==> src/rtl/led_seq_pkg.sv <==
// led_seq_pkg: shared mode encodings, pattern constants and helpers for the
// LED sequencer.
package led_seq_pkg;

  localparam int unsigned LED_W = 8;

  typedef enum logic [1:0] {
    MODE_IDLE   = 2'd0,
    MODE_COUNT  = 2'd1,
    MODE_WALK   = 2'd2,
    MODE_BOUNCE = 2'd3
  } mode_e;

  localparam logic [LED_W-1:0] PAT_IDLE     = 8'hAA;
  localparam logic [LED_W-1:0] PAT_IDLE_ALT = 8'h55;
  localparam logic [LED_W-1:0] PAT_ZERO     = 8'h00;
  localparam logic [LED_W-1:0] PAT_ONE      = 8'h01;
  localparam logic [LED_W-1:0] PAT_TOP      = 8'h80;

  // Pattern loaded on entry to a mode.
  function automatic logic [LED_W-1:0] init_pattern(input mode_e m);
    logic [LED_W-1:0] p;
    case (m)
      MODE_IDLE:  p = PAT_IDLE;
      MODE_COUNT: p = PAT_ZERO;
      default:    p = PAT_ONE;
    endcase
    return p;
  endfunction

  // Mode order wraps BOUNCE back to IDLE.
  function automatic mode_e next_mode(input mode_e m);
    return mode_e'(2'(m + 2'd1));
  endfunction

endpackage

==> src/rtl/led_seq_if.sv <==
// led_seq_if: button/pause inputs and LED/mode/tick outputs of the sequencer.
//   master: drives btn_next, pause; observes led, mode, tick
//   slave : the sequencer itself
interface led_seq_if;
  import led_seq_pkg::*;

  logic             btn_next;
  logic             pause;
  logic [LED_W-1:0] led;
  logic [1:0]       mode;
  logic             tick;

  modport master (output btn_next, output pause,
                  input  led, input mode, input tick);
  modport slave  (input  btn_next, input pause,
                  output led, output mode, output tick);
endinterface

==> src/rtl/led_seq_prescaler.sv <==
// led_seq_prescaler: counts 0..PRESCALE-1 and raises a registered one-cycle
// tick while the count sits at PRESCALE-1. pause holds the count and keeps
// tick low; clr restarts from zero with tick low.
//   clk, rst (async, active-high), pause, clr -> tick
module led_seq_prescaler #(
  parameter int unsigned PRESCALE = 10_000_000
) (
  input  logic clk,
  input  logic rst,
  input  logic pause,
  input  logic clr,
  output logic tick
);

  localparam int unsigned CNT_W = (PRESCALE > 2) ? $clog2(PRESCALE) : 1;
  localparam logic [CNT_W-1:0] CNT_LAST = CNT_W'(PRESCALE - 1);
  localparam logic [CNT_W-1:0] CNT_PRE  = CNT_W'(PRESCALE - 2);

  logic [CNT_W-1:0] cnt;

  // tick is registered from the count about to become PRESCALE-1, so it is
  // high exactly while the count equals PRESCALE-1.
  always_ff @(posedge clk or posedge rst) begin
    if (rst) begin
      cnt  <= '0;
      tick <= 1'b0;
    end else if (clr) begin
      cnt  <= '0;
      tick <= 1'b0;
    end else if (pause) begin
      tick <= 1'b0;
    end else begin
      cnt  <= (cnt == CNT_LAST) ? '0 : cnt + CNT_W'(1);
      tick <= (cnt == CNT_PRE);
    end
  end

endmodule

==> src/rtl/led_seq_ctrl.sv <==
// led_seq_ctrl: LED pattern sequencer. A push-button cycles the display mode
// IDLE -> COUNT -> WALK -> BOUNCE; the prescaler tick steps the pattern.
//   clk, rst (async, active-high)
//   bus.btn_next (async button), bus.pause (freeze stepping)
//   bus.led[7:0], bus.mode[1:0], bus.tick (all registered)
// Build option: define LED_SEQ_DEBOUNCE_EN to require DEB_CYCLES consecutive
// high cycles of the synchronised button before a press is accepted.
module led_seq_ctrl
  import led_seq_pkg::*;
#(
  parameter int unsigned PRESCALE   = 10_000_000,
  parameter int unsigned DEB_CYCLES = 1_000_000
) (
  input  logic        clk,
  input  logic        rst,
  led_seq_if.slave    bus
);

  mode_e            mode_q, mode_nxt;
  logic [LED_W-1:0] led_q, led_nxt;
  logic             dir_left_q, dir_left_nxt;
  logic             sync1, sync2;
  logic             press_c;
  logic             tick_q;

  // Two-flop synchroniser for the asynchronous button.
  always_ff @(posedge clk or posedge rst) begin
    if (rst) begin
      sync1 <= 1'b0;
      sync2 <= 1'b0;
    end else begin
      sync1 <= bus.btn_next;
      sync2 <= sync1;
    end
  end

`ifdef LED_SEQ_DEBOUNCE_EN
  localparam int unsigned DEB_W = $clog2(DEB_CYCLES + 1);

  logic [DEB_W-1:0] deb_cnt;

  // Counts consecutive high cycles and saturates, so one long press is
  // accepted once and the button must drop before the next one.
  always_ff @(posedge clk or posedge rst) begin
    if (rst) begin
      deb_cnt <= '0;
    end else if (!sync2) begin
      deb_cnt <= '0;
    end else if (deb_cnt != DEB_W'(DEB_CYCLES)) begin
      deb_cnt <= deb_cnt + DEB_W'(1);
    end
  end

  assign press_c = sync2 && (deb_cnt == DEB_W'(DEB_CYCLES - 1));
`else
  logic sync2_d;

  // Previous synchronised value for rising-edge detection.
  always_ff @(posedge clk or posedge rst) begin
    if (rst) sync2_d <= 1'b0;
    else     sync2_d <= sync2;
  end

  assign press_c = sync2 && !sync2_d;

  // DEB_CYCLES has no effect in this build.
  if (DEB_CYCLES != 0) begin : g_deb_unused
  end
`endif

  // A mode change also clears the prescaler so the new pattern gets a full
  // step period before it first moves.
  led_seq_prescaler #(
    .PRESCALE (PRESCALE)
  ) u_prescaler (
    .clk   (clk),
    .rst   (rst),
    .pause (bus.pause),
    .clr   (press_c),
    .tick  (tick_q)
  );

  // Mode / pattern state register.
  always_ff @(posedge clk or posedge rst) begin
    if (rst) begin
      mode_q     <= MODE_IDLE;
      led_q      <= PAT_IDLE;
      dir_left_q <= 1'b1;
    end else begin
      mode_q     <= mode_nxt;
      led_q      <= led_nxt;
      dir_left_q <= dir_left_nxt;
    end
  end

  // Next mode and pattern; a press wins over a coincident tick.
  always_comb begin
    mode_nxt     = mode_q;
    led_nxt      = led_q;
    dir_left_nxt = dir_left_q;
    if (press_c) begin
      mode_nxt     = next_mode(mode_q);
      led_nxt      = init_pattern(mode_nxt);
      dir_left_nxt = 1'b1;
    end else if (tick_q) begin
      case (mode_q)
        MODE_IDLE:  led_nxt = (led_q == PAT_IDLE) ? PAT_IDLE_ALT : PAT_IDLE;
        MODE_COUNT: led_nxt = led_q + LED_W'(1);
        MODE_WALK:  led_nxt = {led_q[LED_W-2:0], led_q[LED_W-1]};
        MODE_BOUNCE: begin
          // Reverse at the end bits, moving straight back one place.
          if (dir_left_q) begin
            if (led_q == PAT_TOP) begin
              dir_left_nxt = 1'b0;
              led_nxt      = led_q >> 1;
            end else begin
              led_nxt = led_q << 1;
            end
          end else begin
            if (led_q == PAT_ONE) begin
              dir_left_nxt = 1'b1;
              led_nxt      = led_q << 1;
            end else begin
              led_nxt = led_q >> 1;
            end
          end
        end
        default: led_nxt = led_q;
      endcase
    end
  end

  assign bus.led  = led_q;
  assign bus.mode = mode_q;
  assign bus.tick = tick_q;

endmodule
==> src/flat_wrapper.sv <==
// flat-port wrapper written by rule: the top's interface ports become plain ports
module led_seq_ctrl_flat import led_seq_pkg::*;
#(
  parameter int unsigned PRESCALE   = 10_000_000,
  parameter int unsigned DEB_CYCLES = 1_000_000
)
  (clk, rst, bus_btn_next, bus_pause, bus_led, bus_mode, bus_tick);
  led_seq_if bus_i ();
  input  logic clk;
  input  logic rst;
  input wire logic [$bits(bus_i.btn_next)-1:0] bus_btn_next;
  input wire logic [$bits(bus_i.pause)-1:0] bus_pause;
  output wire logic [$bits(bus_i.led)-1:0] bus_led;
  output wire logic [$bits(bus_i.mode)-1:0] bus_mode;
  output wire logic [$bits(bus_i.tick)-1:0] bus_tick;
  assign bus_i.btn_next = bus_btn_next;
  assign bus_i.pause = bus_pause;
  assign bus_led = bus_i.led;
  assign bus_mode = bus_i.mode;
  assign bus_tick = bus_i.tick;
  led_seq_ctrl #(.PRESCALE(PRESCALE), .DEB_CYCLES(DEB_CYCLES)) u_core (.clk(clk), .rst(rst), .bus(bus_i));
endmodule
==> config.mk <==
export PLATFORM = sky130hd
export DESIGN_NAME = led_seq_ctrl_flat
export DESIGN_NICKNAME = d
export VERILOG_FILES = /design/src/rtl/led_seq_pkg.sv /design/src/rtl/led_seq_if.sv /design/src/rtl/led_seq_prescaler.sv /design/src/rtl/led_seq_ctrl.sv /design/src/flat_wrapper.sv
export SDC_FILE = /design/constraint.sdc
export NUM_CORES = 1
export LEC_CHECK = 0
export ABC_AREA = 1
export BUFFER_PORTS_ARGS = -buffer_cell sky130_fd_sc_hd__buf_2
export CAP_MARGIN = 20
export CORE_ASPECT_RATIO = 0.75
export CORE_UTILIZATION = 55
export DETAILED_ROUTE_END_ITERATION = 8
export PLACE_DENSITY = 0.73
export SLEW_MARGIN = 20
export SYNTH_ARGS = -nofsm -noshare
export SYNTH_HDL_FRONTEND = slang
export SYNTH_HIERARCHICAL = 1
export SYNTH_SLANG_ARGS = --single-unit
==> constraint.sdc <==
create_clock -name clk -period 1.94 [get_ports clk]
set_input_delay 0.097 -clock clk [delete_from_list [all_inputs] [get_ports clk]]
set_output_delay 0.097 -clock clk [all_outputs]
set_load 0.1 [all_outputs]
==> results_dict.tcl <==
set metrics [dict create \
    antenna_found_initial 0 \
    worstPathMaxFanout 7 \
    grt_use_total_pct 28.5 \
    max-vdd-ir-drop_mv 1.10 \
    cellLeakagePower_uw 0.00139 \
    clock_tree.root_cell "clkbuf_8" \
    setup_viol 0 \
    routed_via_density 5.36 \
    synthTopCellsByCount "nand2_1 (112), nor2_1 (57), inv_1 (36)" \
    period_share_pct 92.1 \
    synth_top_family_by_area "simple AND/OR/NAND/NOR gates" \
    cap_violations 0 \
    synth-xor-area-share_pct 4.64 \
    clockBufferDepth 2 \
    fin_crit_ps 1790 \
    grt_pass1_wl_um 10600 \
    async_flop_share_pct 100 \
    routed-via-count 2480 \
    final_area_um2 2890 \
    ys_types 32 \
    synth.area.top_cells "dfrtp_1 (32%), nand2_1 (16%), nor2_1 (8.1%)" \
    clkSinkCount 39 \
    post-cts-setup-buffers 0 \
    cp-end-kind "flop" \
    clkLatencyLatePin_ps 300 \
    instances_no_fill 463 \
    drive_gt1_share_pct 14.5 \
    clock_power_share_pct 17.4 \
    netlist_instances 382 \
    clock_skew_ps 9.72 \
    placedInstanceArea_um2 2790 \
    gp_congestion 0.965 \
    ctsHtreeMaxLevel 2 \
    wl_um 6280 \
    crit_required_ps 2110 \
    worst_slack_ps 153 \
    hpwlAfterDp_um 4800 \
    drc 0 \
    yosysMostFrequentCell "nand2_1" \
    num_io_pins 15 \
    synth-simple-area-share_pct 35.9 \
    die-width_um 82.0 \
    start_kind "flop" \
    die_y_um 62.0 \
    status "completed" \
    slew_headroom_pct 64.0 \
    worstSetupPathType "flop to flop" \
    worstMarginPinSlew_ps 540 \
    tritoncts "built" \
    pre_cts_ws_ps 148 \
    hold_path.class "input pin to flop" \
    fillers 431 \
    synth_edf_count 0 \
    p_int_uw 1530 \
    dpl.cell_count 453 \
    ys_ff_latch 39 \
    synth_top_area_share_pct 32.2 \
    synth_ff_type "dfrtp_1" \
    portBuffers 14 \
    syn-num-nets 396 \
    synth_top_area_cell "dfrtp_1" \
    grt_max_degree 26 \
    ys.warnings.count 6 \
    dieArea_um2 5090 \
    final_util_pct 63.6 \
    switching_share_pct 49.7 \
    dr.first_iter.drc_count 283 \
    combPwrFrac_pct 46.0 \
    core_um2 4550 \
    synth-compound-area-share_pct 8.14 \
    synthMuxAreaShare_pct 0 \
    synth_seq_area_share_pct 37.2 \
    start_util_pct 58.1 \
    wl_per_cell_um 13.6 \
    p_sw_uw 1510 \
    pwr-share-seq_pct 36.6 \
    hold_violations 0 \
    power.density_nw_per_um2 1050 \
    numCtsBuffers 5 \
    area.growth.synth_to_final_pct 9.42 \
    layout.nets 419 \
    antenna_left 0 \
    drt_pre_antenna_iters 5 \
    grt.overflow.total 0 \
    avgSynthCellArea_um2 6.92 \
    cp_data_arrival_time_ps 1960 \
    rsz0062_at_grt "no" \
    synth_area_um2 2640 \
    clk_pin_slew_ps 70 \
    std_cell_rows 21 \
    fmax_mhz 559 \
    yosys.area_share.adder_pct 4.73 \
    grt_pass1_vias 2192 \
    drv_slew 0 \
    diodes 0 \
]
==> power by group through the flow <==
stage	Clock, µW	Sequential (µW)	Combinational [µW]
floorplan	0	1560	648
global placement	0	1120	1370
detailed placement	0	1120	1370
CTS	541	1110	1380
global route	581	1130	1500
finish	531	1110	1400
==> flip-flops by register name (all words and copies together), names as in the netlist <==
register and count:
u_core/bus.led 8, u_core/bus.mode 2, u_core/dir_left_q 1, u_core/sync1 1, u_core/sync2 1, u_core/sync2_d 1
u_core/u_prescaler/cnt 24, u_core/u_prescaler/tick 1
==> metrics by stage <==
step	total power (µW)	TNS, ps	hold WS [ps]
global route	3210	0	173
finish	3040	0	179
floorplan	2200	-13.8	-17.6
CTS	3020	0	172
global placement	2490	0	164
detailed placement	2490	0	172
==> cell families after synthesis <==
| kind of cell | count (synthesis) |
|---|---|
| compound gates | 37 |
| flops | 39 |
| simple gates | 225 |
| xor+xnor | 14 |
| fa+ha+maj | 10 |
| buf+inv | 57 |
==> path summary, 6_finish.rpt <==
| kind | startpoint | end | slack [ps] | cells past startpoint |
|---|---|---|---|---|
| min | bus_pause | u_core/u_prescaler/tick | 180 | 4 |
| max reg2reg | u_core/bus.led[1] | u_core/bus.led[0] | 150 | 8 |
| max | u_core/bus.led[1] | u_core/bus.led[0] | 150 | 8 |
| max in group asynchronous | rst | u_core/bus.led[0] | 1150 | 3 |
| min reg2reg | u_core/sync1 | u_core/sync2 | 360 | 0 |
| min in group asynchronous | rst | u_core/sync2_d | 390 | 3 |
==> layer usage <==
layer	GRT usage, %	wire [µm]	vias to the layer above	share of wire [%]
li1	-	-	1253	-
met1	47.5	3510	1132	56
met2	35.4	2170	86	34
met3	6.28	549	9	8.7
met4	6.77	59	0	0.94
met5	0	0	-	0
==> cells in the final DEF (no fill, tap or decap) <==
cell             n
dfstp_2          4
a31oi_1          1
nand2_1        112
clkinvlp_4       1
o21ai_1         11
o2111ai_1        1
a21oi_1          6
nand4_1          8
clkinv_2         2
buf_4            3
bufinv_8         1
clkinv_1         1
xnor2_1          2
dlygate4sd3_1    2
o22ai_1          3
inv_4            1
dfstp_4          1
buf_2           14
nor2_2           4
o21ai_0         11
inv_2           13
o21ai_4          1
dfrtp_2          3
clkbuf_8         5
nand3_1         34
o21ai_2          1
ha_1            10
o221ai_1         1
nand2_2          3
nor2_1          57
xor2_1          12
nand3_2          1
clkbuf_1         2
dfrtp_1         31
nor3_1           5
inv_1           36
nor3_4           1
o211ai_1         1
==> layout make-up <==
cell class                      count  area (µm²)  area share, %
Multi-Input combinational cell    286        1410           48.9
Clock buffer                        7        76.3           2.64
Tap cell                           57        71.3           2.47
Clock inverter                      1        5.00          0.173
Timing Repair Buffer               19         113           3.89
Sequential cell                    39         990           34.2
Inverter                           54         224           7.75
==> critical path, cell delays in order (launching register included) <==
cell	delay [ps]
dfstp_4	660
clkinvlp_4	140
ha_1	230
nand4_1	130
nand2_1	90
nand2_1	130
nor3_1	60
o21ai_1	150
nand3_1	80
==> repair_timing <==
item	CTS	global route
hold endpoints to repair	35	0
hold buffers	2	0
endpoints found under the setup margin	0	1
resized for setup	0	1
No activity file was read; power rests on OpenSTA's default activity.
